--- config.mk ---
export PLATFORM = sky130hd
export DESIGN_NAME = cmn_entry_alloc_ctrl_flat
export DESIGN_NICKNAME = d
export VERILOG_FILES = /design/src/rtl/cmn_entry_alloc_ctrl_if.sv /design/src/rtl/cmn_entry_alloc_ctrl.sv /design/src/flat_wrapper.sv
export SDC_FILE = /design/constraint.sdc
export NUM_CORES = 1
export LEC_CHECK = 0
export ABC_AREA = 1
export BUFFER_PORTS_ARGS = -buffer_cell sky130_fd_sc_hd__buf_2
export CAP_MARGIN = 5
export CORE_AREA = 3 3 79 81
export CTS_BUF_LIST = sky130_fd_sc_hd__clkbuf_8
export DETAILED_ROUTE_END_ITERATION = 7
export DIE_AREA = 0 0 82 84
export HOLD_SLACK_MARGIN = 0.1
export PLACE_DENSITY = 0.58
export SLEW_MARGIN = 10
export SYNTH_ARGS = -nofsm -noshare
export SYNTH_HDL_FRONTEND = slang
export SYNTH_SLANG_ARGS = --single-unit
--- constraint.sdc ---
create_clock -name clk -period 12.44 [get_ports clk]
set_clock_uncertainty 0.15 [all_clocks]
set_input_delay 1.244 -clock clk [delete_from_list [all_inputs] [get_ports clk]]
set_output_delay 1.244 -clock clk [all_outputs]
set_load 0.02 [all_outputs]
--- src/rtl/cmn_entry_alloc_ctrl_if.sv ---
// rtl/cmn_entry_alloc_ctrl_if.sv - allocation, release and status bundle for the entry pool controller
interface cmn_entry_alloc_ctrl_if #(
    parameter int ENTRY_NUM = 16
);
    localparam int AWIDTH = $clog2(ENTRY_NUM);

    logic                  alloc_req;
    logic                  alloc_gnt;
    logic [ENTRY_NUM-1:0]  v_alloc_idx_oh;
    logic [AWIDTH-1:0]     v_alloc_idx_bin;
    logic                  rel_vld;
    logic [ENTRY_NUM-1:0]  v_rel_mask;
    logic                  flush;
    logic [ENTRY_NUM-1:0]  v_busy;
    logic [AWIDTH:0]       busy_cnt;
    logic                  full;
    logic                  empty;
    logic                  rel_err;

    // Requester side: issues alloc/release/flush, observes grant and pool status
    modport master (
        output alloc_req, rel_vld, v_rel_mask, flush,
        input  alloc_gnt, v_alloc_idx_oh, v_alloc_idx_bin,
               v_busy, busy_cnt, full, empty, rel_err
    );

    // Controller side
    modport slave (
        input  alloc_req, rel_vld, v_rel_mask, flush,
        output alloc_gnt, v_alloc_idx_oh, v_alloc_idx_bin,
               v_busy, busy_cnt, full, empty, rel_err
    );
endinterface

--- src/rtl/cmn_entry_alloc_ctrl.sv ---
// rtl/cmn_entry_alloc_ctrl.sv - entry pool allocator with MSB-first selection, multi-hot release and flush
module cmn_entry_alloc_ctrl #(
    parameter int ENTRY_NUM = 16
) (
    input  logic                   clk,
    input  logic                   rst,
    cmn_entry_alloc_ctrl_if.slave  bus
);
    localparam int              AWIDTH   = $clog2(ENTRY_NUM);
    localparam logic [AWIDTH:0] FULL_CNT = (AWIDTH+1)'(ENTRY_NUM);

    logic [ENTRY_NUM-1:0] busy;
    logic [AWIDTH:0]      cnt;
    logic                 err;

    logic [ENTRY_NUM-1:0] sel_oh;
    logic [AWIDTH-1:0]    sel_bin;
    logic                 full_w;
    logic                 gnt;
    logic [ENTRY_NUM-1:0] rel_eff;
    logic                 rel_illegal;
    logic [AWIDTH:0]      rel_cnt;
    logic [AWIDTH:0]      cnt_next;

    assign full_w = (cnt == FULL_CNT);

    // Pick the highest-index free entry; later (higher) hits overwrite earlier ones
    always_comb begin
        sel_oh  = '0;
        sel_bin = '0;
        for (int i = 0; i < ENTRY_NUM; i++) begin
            if (!busy[i]) begin
                sel_oh    = '0;
                sel_oh[i] = 1'b1;
                sel_bin   = AWIDTH'(i);
            end
        end
    end

    // Grant is purely combinational; a non-full pool always has a free entry to select
    assign gnt = bus.alloc_req && !full_w && !bus.flush && !rst;

    // Only entries that are actually busy are released; other mask bits flag an error
    assign rel_eff     = bus.v_rel_mask & busy & {ENTRY_NUM{bus.rel_vld}};
    assign rel_illegal = bus.rel_vld && (|(bus.v_rel_mask & ~busy));

    // Count the entries really freed this cycle
    always_comb begin
        rel_cnt = '0;
        for (int i = 0; i < ENTRY_NUM; i++) begin
            rel_cnt = rel_cnt + {{AWIDTH{1'b0}}, rel_eff[i]};
        end
    end

    assign cnt_next = cnt + {{AWIDTH{1'b0}}, gnt} - rel_cnt;

    // Pool state: reset and flush clear everything, otherwise release then set the granted entry
    always_ff @(posedge clk) begin
        if (rst || bus.flush) begin
            busy <= '0;
            cnt  <= '0;
            err  <= 1'b0;
        end else begin
            busy <= (busy & ~rel_eff) | (gnt ? sel_oh : '0);
            cnt  <= cnt_next;
            if (rel_illegal) begin
                err <= 1'b1;
            end
        end
    end

    assign bus.alloc_gnt       = gnt;
    assign bus.v_alloc_idx_oh  = gnt ? sel_oh  : '0;
    assign bus.v_alloc_idx_bin = gnt ? sel_bin : '0;
    assign bus.v_busy          = busy;
    assign bus.busy_cnt        = cnt;
    assign bus.full            = full_w;
    assign bus.empty           = (cnt == '0);
    assign bus.rel_err         = err;
endmodule

--- src/flat_wrapper.sv ---
// flat-port wrapper written by rule: the top's interface ports become plain ports
module cmn_entry_alloc_ctrl_flat 
#(
    parameter int ENTRY_NUM = 16
)
  (clk, rst, bus_alloc_req, bus_rel_vld, bus_v_rel_mask, bus_flush, bus_alloc_gnt, bus_v_alloc_idx_oh, bus_v_alloc_idx_bin, bus_v_busy, bus_busy_cnt, bus_full, bus_empty, bus_rel_err);
  cmn_entry_alloc_ctrl_if #(.ENTRY_NUM(ENTRY_NUM)) bus_i ();
  input  logic clk;
  input  logic rst;
  input wire logic [$bits(bus_i.alloc_req)-1:0] bus_alloc_req;
  input wire logic [$bits(bus_i.rel_vld)-1:0] bus_rel_vld;
  input wire logic [$bits(bus_i.v_rel_mask)-1:0] bus_v_rel_mask;
  input wire logic [$bits(bus_i.flush)-1:0] bus_flush;
  output wire logic [$bits(bus_i.alloc_gnt)-1:0] bus_alloc_gnt;
  output wire logic [$bits(bus_i.v_alloc_idx_oh)-1:0] bus_v_alloc_idx_oh;
  output wire logic [$bits(bus_i.v_alloc_idx_bin)-1:0] bus_v_alloc_idx_bin;
  output wire logic [$bits(bus_i.v_busy)-1:0] bus_v_busy;
  output wire logic [$bits(bus_i.busy_cnt)-1:0] bus_busy_cnt;
  output wire logic [$bits(bus_i.full)-1:0] bus_full;
  output wire logic [$bits(bus_i.empty)-1:0] bus_empty;
  output wire logic [$bits(bus_i.rel_err)-1:0] bus_rel_err;
  assign bus_i.alloc_req = bus_alloc_req;
  assign bus_i.rel_vld = bus_rel_vld;
  assign bus_i.v_rel_mask = bus_v_rel_mask;
  assign bus_i.flush = bus_flush;
  assign bus_alloc_gnt = bus_i.alloc_gnt;
  assign bus_v_alloc_idx_oh = bus_i.v_alloc_idx_oh;
  assign bus_v_alloc_idx_bin = bus_i.v_alloc_idx_bin;
  assign bus_v_busy = bus_i.v_busy;
  assign bus_busy_cnt = bus_i.busy_cnt;
  assign bus_full = bus_i.full;
  assign bus_empty = bus_i.empty;
  assign bus_rel_err = bus_i.rel_err;
  cmn_entry_alloc_ctrl #(.ENTRY_NUM(ENTRY_NUM)) u_core (.clk(clk), .rst(rst), .bus(bus_i));
endmodule
Yosys cells after proc, flatten, opt, wreduce, memory -nomap -nowiden:

Index checks and enable logic that the tools add are counted.

* register bits after elaboration: 22
* input bits: 21
* output and inout port bits: 45
* logic and storage cells: 71

* add/sub/neg operators: 17
* equality and inequality tests: 1
* muxes and demuxes: 33
* bitwise logic cells: 7
* reductions and logical operators: 10

Operators with widths (number)
* $add 5x1->5: 15
* $and 16x16->16: 4
* $mux 4: 10
* $mux 16: 2
* $not 16->16: 2
* $or 16x16->16: 1
* $reduce_or 16->1: 1
* $mux 15: 1
* $mux 3: 5
* $mux 14: 1
* $mux 13: 1
* $mux 12: 1
* $mux 11: 1
* $mux 10: 1
* $mux 9: 1
* $mux 8: 1
* $mux 7: 1
* $mux 2: 3
* $mux 6: 1
* $eq 5x5->1 const B: 1
* $logic_not 5->1: 1
* $mux 5: 1
* $sub 5x5->5: 1
* $logic_and 1x1->1: 4
* other kinds (4): 7

Depth between registers and ports, before layout:

Gate-level depths: netlist of run 1.

* depth in word-level cells: 18
* mapped depth: 20
* gate-level depth less buffers: 19

Least setup slack after synthesis of run 1:

No wires, ideal clock.

* path kind: in2reg
* start: input port bus_rel_vld
* end: register u_core.cnt[4] (netlist: u_core.bus.busy_cnt[4])
* setup time: 123 ps
* arrival: 5464 ps
* required time: 12167 ps
* setup slack: 6703 ps
* cell stages on the path: 18
* path buffers: 1
* cell sequence: clkbuf_1 > nand2_1 > inv_1 > nand2_1 > fa_1 > inv_1 > fa_1 > fa_1 > fa_1 > inv_1 > fa_1 > fa_1 > ha_1 > inv_1 > fa_1 > xor2_1 > o21ai_0 > a21oi_1

* cells in the longest elaborated chain, start to end: 17

Ends and longest elaborated chain
* start, declared: RTL line flat_wrapper.sv:11 `input wire logic [$bits(bus_i.rel_vld)-1:0] bus_rel_vld;`
* $and 16x16->16 *: RTL line cmn_entry_alloc_ctrl.sv:44 `assign rel_eff = bus.v_rel_mask & busy & {ENTRY_NUM{bus.rel_vld}};`
* $add 1x1->2: RTL line cmn_entry_alloc_ctrl.sv:51 `rel_cnt = rel_cnt + {{AWIDTH{1'b0}}, rel_eff[i]};`
* $add 5x1->5 (13 in a row): RTL line cmn_entry_alloc_ctrl.sv:51
* $add 5x1->5 *: RTL line cmn_entry_alloc_ctrl.sv:51
* $sub 5x5->5 *: RTL line cmn_entry_alloc_ctrl.sv:55 `assign cnt_next = cnt + {{AWIDTH{1'b0}}, gnt} - rel_cnt;`
* end signal, assigned: RTL line cmn_entry_alloc_ctrl.sv:65 `cnt <= cnt_next;`
* end, declared: RTL line cmn_entry_alloc_ctrl.sv:13 `logic [AWIDTH:0] cnt;`

Every way passes the cells marked *; elsewhere a longest branch is shown, timed or not.
A chain may end at the register's enable or synchronous reset.

Worst setup path in the final report of run 1:

Same ends and word-level chain as after synthesis.

==> results of run 1 <==
==> per-stage QoR <==
stage	cells	hold WS, ps
2_1_floorplan	275	376
3_3_place_gp	408	291
3_5_place_dp	408	297
4_1_cts	412	310
5_1_grt	412	338
6_report	412	305
==> how the worst max path moves through the flow <==
stage                start                     end  slack (ps)
2_1_floorplan  bus_rel_vld  u_core.bus.busy_cnt[4]        6700
3_3_place_gp   bus_rel_vld  u_core.bus.busy_cnt[4]        6630
3_5_place_dp   bus_rel_vld  u_core.bus.busy_cnt[4]        6570
4_1_cts        bus_rel_vld  u_core.bus.busy_cnt[4]        6860
5_1_grt        bus_rel_vld  u_core.bus.busy_cnt[4]        6550
6_report       bus_rel_vld  u_core.bus.busy_cnt[4]        6890
==> kinds of logic (layout without fill, tap and decap cells) <==
kind of cell | after synthesis | count (layout) | synth area share (%)
AO/OA/AOI/OAI | 32 | 32 | 10.4
buffers and inverters | 74 | 139 | 14.9
adder cells (fa/ha/maj) | 28 | 28 | 23.7
flip-flops | 22 | 22 | 22.9
XOR/XNOR | 2 | 2 | 0.913
AND/OR/NAND/NOR | 117 | 117 | 27.1
==> per-layer routing <==
metal | wire length [um] | vias up
li1 | - | 980
met1 | 2330 | 870
met2 | 2360 | 56
met3 | 352 | 6
met4 | 63 | 0
met5 | 0 | -
==> layout make-up <==
| class | instances | area share (%) |
|---|---|---|
| inverter | 70 | 11.2 |
| clock inverter | 1 | 1.26 |
| multi-input combinational | 179 | 50.0 |
| tap | 72 | 3.77 |
| clock buffer | 3 | 1.73 |
| sequential | 22 | 18.4 |
| timing repair buffer | 65 | 13.6 |
==> layout by cell type, fill, tap and decap left out, drive strengths merged <==
cell     n
nand3   13
o21bai   1
inv     69
buf     65
bufinv   1
a21oi   10
nand2   54
o21ai   11
fa      14
o32ai    5
xnor2    1
nor2    38
o22ai    1
o31ai    4
clkinv   1
clkbuf   3
dfxtp   22
nor3     8
nand4    4
xor2     1
ha      14
==> power breakdown <==
| part | switching, W | internal [W] |
|---|---|---|
| logic | 0.0000109 | 0.00000580 |
| registers | 0.000000320 | 0.0000708 |
| clock network | 0.0000264 | 0.0000430 |
==> worst max-delay path, cell delays in order <==
cell	delay [ps]
buf_2	240
nand2_1	80
inv_1	70
nand2_1	70
fa_1	530
inv_1	50
fa_1	430
fa_1	480
fa_1	360
inv_1	80
fa_1	440
fa_1	550
ha_1	140
inv_1	50
fa_1	360
xor2_1	160
o21ai_0	150
a21oi_1	60
==> registers in the layout (all words and copies together), names as in the netlist <==
signal / flops
u_core.bus.v_busy: 16
u_core.bus.busy_cnt: 5
u_core.bus.rel_err: 1
==> flow_summary.ini, run 1 <==
[logic_synthesis]
ys_warn_count = 0
synth_nets = 324
syn-mean-instance-area_um2 = 6.98
ys_ff_latch = 22
synth_top_cells_by_count = 68 x inv_1, 50 x nand2_1, 34 x nor2_1
synth_ff_type = dfxtp_1
synth.area.top_cells = dfxtp_1 23%, fa_1 15%, inv_1 13%, nand2_1 9.8%, ha_1 9.1%
synth_cells = 275
synth_top_cell_by_area = dfxtp_1
ys_types = 28
synth-edff-count = 0
synth_seq_area_share_pct = 22.9
ys_async_sr_fraction_pct = 0
netlist_area_um2 = 1920
synth_top_area_share_pct = 22.9
post-synth-top-count-cell = inv_1

[clock_network]
path_clk_slew_ps = 90
cts_max_level = 1
clockRootBuffer = clkbuf_8
cts_tree = yes
cts_resized = 0
post_cts_buffers = 0
cts.path.max_buffers = 2
cts_hold_buf = 0
clkSinkCount = 22
clock_latency_ps = 270
cts_made_buffers = 3

[die]
die-area_um2 = 6890
core_area_um2 = 5540
io_pins = 66
die_h_um = 84
start_util_pct = 34.6
fp.dieW_um = 82
row_count = 27

[worst_setup_path]
crit_required_ps = 12450
rr_endpoint = u_core.bus.busy_cnt[4]
ff2ff_path_depth = 15
crit_type = in2reg
critPathMaxFanout = 11
regToRegStartpoint = u_core.bus.v_busy[5]
cp.arrival_ps = 5560
rrSetupSlack_ps = 7660
setup.worst_path.start_class = input pin
crit_path_end_kind = flip-flop

[cells_and_area]
antenna_cells = 0
areaGrowthSynthToFinish_pct = 24.4
postLayoutCellArea_um2 = 2390
finish.utilization_pct = 43.1
drive_gt1_share_pct = 24.7
seqCellArea_um2 = 440
fill_cells = 628
num-nets-final = 390
multiInputGateArea_um2 = 1190

[detailed_routing]
drt_iter0_markers = 67
wire_per_inst_um = 12.4
postRouteAntennaNets = 0
drcViolationCount = 0
dr_total_vias = 1912
viasPerCell = 4.64
wl_um = 5110
dr.pass1.iters = 4

[global_routing]
use_met2_pct = 24.2
grt_most_used_layer = met2
grt-ovfl-total = 0
use_met3_pct = 2.27
antenna_found_initial = 0
grt_max_degree = 17
met1_usage_pct = 21.6
grt_pass1_wl_um = 8230
track_usage_pct = 15.3
grt_pass1_vias = 1773

[pwr]
finalPower_w = 0.000157
powerDensity_nw_per_um2 = 65.9
leakage_nw = 1.28
irDropWorstVdd_mv = 0.0428

[worst_hold_path]
min_path_type = reg2reg
hold_depth = 2
min_to = u_core.bus.rel_err
hold_path.startpoint = u_core.bus.rel_err

[run_status]
status = finished, final reports clean

[sta]
period_needed_ps = 5550
final_max_slew_viol_count = 0
max-slew-margin-rel_pct = 58.4
final-hold-violation-count = 0
fmax_ghz = 0.180
tightest_slew_ps = 623
fin_ws_ps = 6890
period_share_pct = 44.6
grt_setup_unrepaired = no
setup_tns_ps = 0
setup_viol = 0

[placed_design]
place_congestion = 0.888
hpwl_um = 4170
port-buffer-count = 65
place_area_um2 = 2320
place_ws_ps = 6570

[run]
max_cap_violations = 0
No activity file was read; power rests on OpenSTA's default activity.
==> inputs of run 2 (changes only) <==
--- a/config.mk
+++ b/config.mk
@@ -13,7 +13,7 @@
 export DETAILED_ROUTE_END_ITERATION = 7
 export DIE_AREA = 0 0 82 84
 export HOLD_SLACK_MARGIN = 0.1
-export PLACE_DENSITY = 0.58
+export PLACE_DENSITY = 0.61
 export SLEW_MARGIN = 10
 export SYNTH_ARGS = -nofsm -noshare
 export SYNTH_HDL_FRONTEND = slang
==> constraint.sdc (replaced) <==
create_clock -name clk -period 5 [get_ports clk]
set_clock_uncertainty 0.15 [all_clocks]
set_input_delay 0.5 -clock clk [delete_from_list [all_inputs] [get_ports clk]]
set_output_delay 0.5 -clock clk [all_outputs]
set_load 0.02 [all_outputs]
==> flow_summary.ini, run 2 (same netlist as run 1, synthesis figures left out) <==
[die]
die-area_um2 = 6890
core_area_um2 = 5540
io_pins = 66
fp.dieW_um = 82
start_util_pct = 34.6
row_count = 27
die_h_um = 84

[sta]
final_max_slew_viol_count = 0
period_share_pct = 94.3
max-slew-margin-rel_pct = 57.5
setup_tns_ps = 0
grt_setup_unrepaired = no
setup_viol = 0
fmax_ghz = 0.212
period_needed_ps = 4720
fin_ws_ps = 284
tightest_slew_ps = 637
final-hold-violation-count = 0

[pwr]
finalPower_w = 0.000397
irDropWorstVdd_mv = 0.148
powerDensity_nw_per_um2 = 163
leakage_nw = 1.29

[placed_design]
dp_cells = 412
port-buffer-count = 65
place_ws_ps = -33.6
hpwl_um = 4430
place_congestion = 0.919

[worst_setup_path]
critPathMaxFanout = 7
slowest_delay_ps = 550
crit_chain = buf_2, nand2_1, inv_1, nand2_1, fa_1, inv_1, fa_1, fa_1, fa_1, inv_1, fa_1, fa_1, ha_1, inv_1, fa_1, xor2_1, o21ai_0, a21oi_1
crit_path_end_kind = flip-flop
crit_required_ps = 5010
crit_top_cell = fa_1
crit_type = in2reg
ff2ff_path_depth = 15
cp.depth = 18
path_buf_inv = 5
setup.worst_path.start_class = input pin
rrSetupSlack_ps = 350
rr_endpoint = u_core.bus.busy_cnt[4]
regToRegStartpoint = u_core.bus.v_busy[7]
crit_family = adder cells
cp.arrival_ps = 4730
setup.worst_path.start = bus_rel_vld
cp_slowest_cell = fa_1

[detailed_routing]
dr.pass1.iters = 4
wl_um = 5480
postRouteAntennaNets = 0
viasPerCell = 4.68
dr_total_vias = 1945
drt_iter0_markers = 80
drcViolationCount = 0
wire_per_inst_um = 13.2

[run_status]
status = finished, final reports clean

[cells_and_area]
areaGrowthSynthToFinish_pct = 26.8
layout_common_cells = 67 x inv_1, 65 x buf_2, 50 x nand2_1
multiInputGateArea_um2 = 1210
fill_cells = 615
antenna_cells = 0
layout.cells.most_common = inv_1
largest_reg_flops = 16
drive_gt1_share_pct = 26.7
finish.utilization_pct = 43.9
stdcell_count = 416
num-nets-final = 394
seqCellArea_um2 = 440

[clock_network]
cts.path.max_buffers = 2
cts_tree = yes
clkSinkCount = 22
clock_latency_ps = 270
cts_max_level = 1
cts_made_buffers = 3
post_cts_buffers = 0
path_clk_slew_ps = 100
clockRootBuffer = clkbuf_8

[global_routing]
antenna_found_initial = 0
track_usage_pct = 17.0
grt-ovfl-total = 0
grt_pass1_wl_um = 9110
grt_pass1_vias = 1909
grt_max_degree = 17

[worst_hold_path]
hold_depth = 2
hold_path.startpoint = u_core.bus.rel_err
min_to = u_core.bus.rel_err
min_path_type = reg2reg

[run]
max_cap_violations = 0
==> run 2: cell types whose count changed in the layout (fill, tap and decap cells not counted), sizes merged <==
cell and delta:
buf +4, clkinvlp +1, inv -1
==> run 2: layout make-up <==
| cell class | count | share of cell area [%] |
|---|---|---|
| multi-input cells | 179 | 49.6 |
| flip-flops and latches | 22 | 18.1 |
| repair buffers | 69 | 14.6 |
| inverters | 70 | 11.1 |
| well taps | 72 | 3.70 |
| clock buffers | 3 | 1.70 |
| clock inverters | 1 | 1.23 |
==> run 2: repair_timing <==
item | CTS | global route
gates resized for setup | 0 | 4
setup endpoints to repair | 0 | 1
hold buffers | 0 | 0
==> run 2: worst max path at each step <==
stage / to / slack (ps)
floorplan: u_core.bus.busy_cnt[4] / 7
global placement: u_core.bus.busy_cnt[4] / 10
detailed placement: u_core.bus.busy_cnt[4] / -30
CTS: u_core.bus.busy_cnt[4] / 260
global route: u_core.bus.busy_cnt[4] / 10
finish: u_core.bus.busy_cnt[4] / 280
==> run 2: worst min-delay path: stages (launching register included) <==
cell	delay (ps)
dfxtp_1	320
inv_1	50
a21oi_1	50
==> run 2: where the power goes <==
part	leakage (nW)	internal, W	switching [W]	total [W]
Sequential	0.177	0.000176	0.000000864	0.000177
Combinational	1.08	0.0000156	0.0000287	0.0000443
Clock	0.0357	0.000107	0.0000691	0.000176
==> run 2: per-stage QoR <==
| stage | instance area, um2 | hold slack (ps) |
|---|---|---|
| 2_1_floorplan | 1920 | 376 |
| 3_3_place_gp | 2350 | 290 |
| 3_5_place_dp | 2350 | 294 |
| 4_1_cts | 2420 | 309 |
| 5_1_grt | 2430 | 318 |
| 6_report | 2430 | 307 |
==> run 2: routing by layer <==
layer / track usage, % / routed length (um) / vias to the layer above / share of wire (%)
met5: 0 / 0 / - / 0
met4: 4.68 / 61 / 0 / 1.1
met3: 3.02 / 453 / 4 / 8.3
met2: 26.5 / 2520 / 75 / 46
met1: 23.8 / 2450 / 876 / 45
li1: - / - / 990 / -
==> inputs of run 3 (changes only) <==
--- a/config.mk
+++ b/config.mk
@@ -5,14 +5,14 @@
 export SDC_FILE = /design/constraint.sdc
 export NUM_CORES = 1
 export LEC_CHECK = 0
-export ABC_AREA = 1
 export BUFFER_PORTS_ARGS = -buffer_cell sky130_fd_sc_hd__buf_2
 export CAP_MARGIN = 5
-export CORE_AREA = 3 3 79 81
+export CORE_AREA = 3 3 78 80
 export CTS_BUF_LIST = sky130_fd_sc_hd__clkbuf_8
 export DETAILED_ROUTE_END_ITERATION = 7
-export DIE_AREA = 0 0 82 84
+export DIE_AREA = 0 0 81 83
 export HOLD_SLACK_MARGIN = 0.1
+export MAX_ROUTING_LAYER = met4
 export PLACE_DENSITY = 0.61
 export SLEW_MARGIN = 10
 export SYNTH_ARGS = -nofsm -noshare
==> flow_summary.ini, run 3 <==
[clock_network]
cts_resized = 0
cts_hold_buf = 0
clockRootBuffer = clkbuf_8
clock_latency_ps = 260
path_clk_slew_ps = 80
cts_made_buffers = 3
cts_max_level = 1
post_cts_buffers = 0
clkSinkCount = 22
cts_tree = yes
cts.path.max_buffers = 2

[sta]
period_share_pct = 93.2
final_max_slew_viol_count = 0
tightest_slew_ps = 452
final-hold-violation-count = 0
setup_viol = 0
setup_tns_ps = 0
max-slew-margin-rel_pct = 69.6
period_needed_ps = 4660
fmax_ghz = 0.215
grt_setup_unrepaired = no

[logic_synthesis]
netlist_area_um2 = 1870
synth_cells = 237
synth_top_cell_by_area = dfxtp_1
synthMuxAreaShare_pct = 0
ys_types = 42
ys_warn_count = 0
synth_nets = 286
ys_ff_latch = 22
synth.area.top_cells = dfxtp_1 24%, fa_1 15%, ha_1 9.4%, inv_1 8.0%, nand2_1 4.6%
synth_ff_type = dfxtp_1
ys_async_sr_fraction_pct = 0
synth_top_cells_by_count = 40 x inv_1, 23 x nand2_1, 22 x dfxtp_1
synth-edff-count = 0
synth_top_area_share_pct = 23.5
yosys.area_share.simple_pct = 28.7
syn-mean-instance-area_um2 = 7.90
synth_top_family_by_area = simple AND/OR/NAND/NOR gates
post-synth-top-count-cell = inv_1
synth_xor_area_share_pct = 1.40
synth_fa_ha_area_share_pct = 24.3
synth_compound_area_share_pct = 12.6
synth_seq_area_share_pct = 23.5

[worst_hold_path]
hold_depth = 2
min_path_type = reg2reg
hold_path.startpoint = u_core.bus.v_busy[2]
min_to = u_core.bus.v_busy[2]

[worst_setup_path]
rr_endpoint = u_core.bus.busy_cnt[4]
regToRegStartpoint = u_core.bus.v_busy[1]
rrSetupSlack_ps = 340
ff2ff_path_depth = 18
setup.worst_path.start_class = input pin
crit_required_ps = 5010
cp.arrival_ps = 4670
crit_path_end_kind = flip-flop
critPathMaxFanout = 7
crit_type = in2reg

[die]
die_h_um = 83
core_area_um2 = 5470
io_pins = 66
die-area_um2 = 6720
row_count = 27
start_util_pct = 34.2
fp.dieW_um = 81

[cells_and_area]
antenna_cells = 0
num-nets-final = 360
layout_common_cells = 65 x buf_2, 40 x inv_1, 23 x nand2_1
drive_gt1_share_pct = 28.2
layout.cells.most_common = buf_2
largest_reg_flops = 16
areaGrowthSynthToFinish_pct = 27.3

[pwr]
p_switching_w = 0.0000933
switching_share_pct = 27.1
combPwrFrac_pct = 15.3
finalPower_w = 0.000345
power.share.sequential_pct = 51.7
leakage_nw = 1.26
powerDensity_nw_per_um2 = 145
p_int_w = 0.000251
p_clk_share_pct = 32.9
irDropWorstVdd_mv = 0.0757

[global_routing]
grt_max_degree = 16
antenna_found_initial = 0
grt-ovfl-total = 0
grt_pass1_vias = 1681
track_usage_pct = 16.2
grt_pass1_wl_um = 8450

[detailed_routing]
wl_met1_um = 2630
postRouteAntennaNets = 0
highest_layer = met4
wl_met2_um = 2230
dr.pass1.iters = 4
viasPerCell = 4.94
wl_met3_um = 384
drcViolationCount = 0
dr_total_vias = 1883
wl_um = 5270
drt_iter0_markers = 154
wire_per_inst_um = 13.8

[placed_design]
hpwl_um = 4320
place_congestion = 0.887
port-buffer-count = 65

[run_status]
status = finished, final reports clean

[run]
max_cap_violations = 0
-- run 3: cell count changes in the layout (fill, tap and decap cells not counted), moves of 5 or more --
| cell | change |
|---|---|
| and2_1 | +6 |
| nor2b_1 | +6 |
| buf_4 | +7 |
| and3_1 | +11 |
| o32ai_1 | -5 |
| nor2_1 | -12 |
| inv_1 | -27 |
| nand2_1 | -27 |
| a21oi_1 | -6 |
-- run 3: worst max path at each step --
stage | startpoint | endpoint | slack (ps) | cells after the start
after floorplan | bus_rel_vld | u_core.bus.busy_cnt[4] | 100 | 16
after global placement | bus_rel_vld | u_core.bus.busy_cnt[4] | 100 | 16
after detailed placement | bus_rel_vld | u_core.bus.busy_cnt[4] | 50 | 20
after CTS | bus_rel_vld | u_core.bus.busy_cnt[4] | 310 | 20
after global routing | u_core.bus.v_busy[1] | u_core.bus.busy_cnt[4] | 80 | 18
final | bus_rel_vld | u_core.bus.busy_cnt[4] | 340 | 20
-- run 3: worst max-delay path: stages --
cell     delay (ps)
buf_2           150
buf_4           150
nand2_1          60
nor2_1          100
ha_1            250
fa_1            480
inv_1            40
ha_1            190
ha_1            270
inv_1            50
fa_1            410
inv_1            90
fa_1            450
fa_1            550
ha_1            150
inv_1            50
fa_1            370
xnor2_1         180
xnor2_1         140
nor2_1           50
-- run 3: cells by family after synthesis --
family | after synthesis
AO/OA/AOI/OAI | 33
buffers and inverters | 47
adder cells (fa/ha/maj) | 28
XOR/XNOR | 3
flip-flops | 22
AND/OR/NAND/NOR | 104
-- run 3: per-stage QoR --
| step | hold WS, ps | worst slack, ps | utilization (%) | cell area (um2) | cells |
|---|---|---|---|---|---|
| final | 395 | 338 | 43.6 | 2380 | 381 |
| after global routing | 410 | 79.4 | 43.6 | 2380 | 381 |
| after CTS | 397 | 315 | 43.6 | 2380 | 381 |
| after detailed placement | 384 | 45.3 | 42.8 | 2340 | 378 |
| after global placement | 378 | 104 | 42.8 | 2340 | 378 |
| after floorplan | 428 | 100 | - | 1870 | 237 |
-- run 3: cell type report --
cell class | instances | area (um2)
multi-input combinational | 168 | 1250
clock buffer | 3 | 41.3
inverter | 40 | 150
sequential | 22 | 440
timing repair buffer | 76 | 408
tap | 72 | 90.1
fill | 570 | 3090
-- run 3: power by group through the flow --
stage | registers, W | logic [W] | clock network (W)
after floorplan | 0.000185 | 0.0000253 | 0
after global placement | 0.000183 | 0.0000525 | 0
after detailed placement | 0.000183 | 0.0000529 | 0
after CTS | 0.000178 | 0.0000529 | 0.000117
after global routing | 0.000179 | 0.0000585 | 0.000126
final | 0.000178 | 0.0000529 | 0.000114
-- run 3: per-layer routing --
layer	global-route usage (%)	up-vias
li1	-	941
met3	1.95	2
met4	2.76	0
met5	-	-
met1	25.6	868
met2	22.2	72
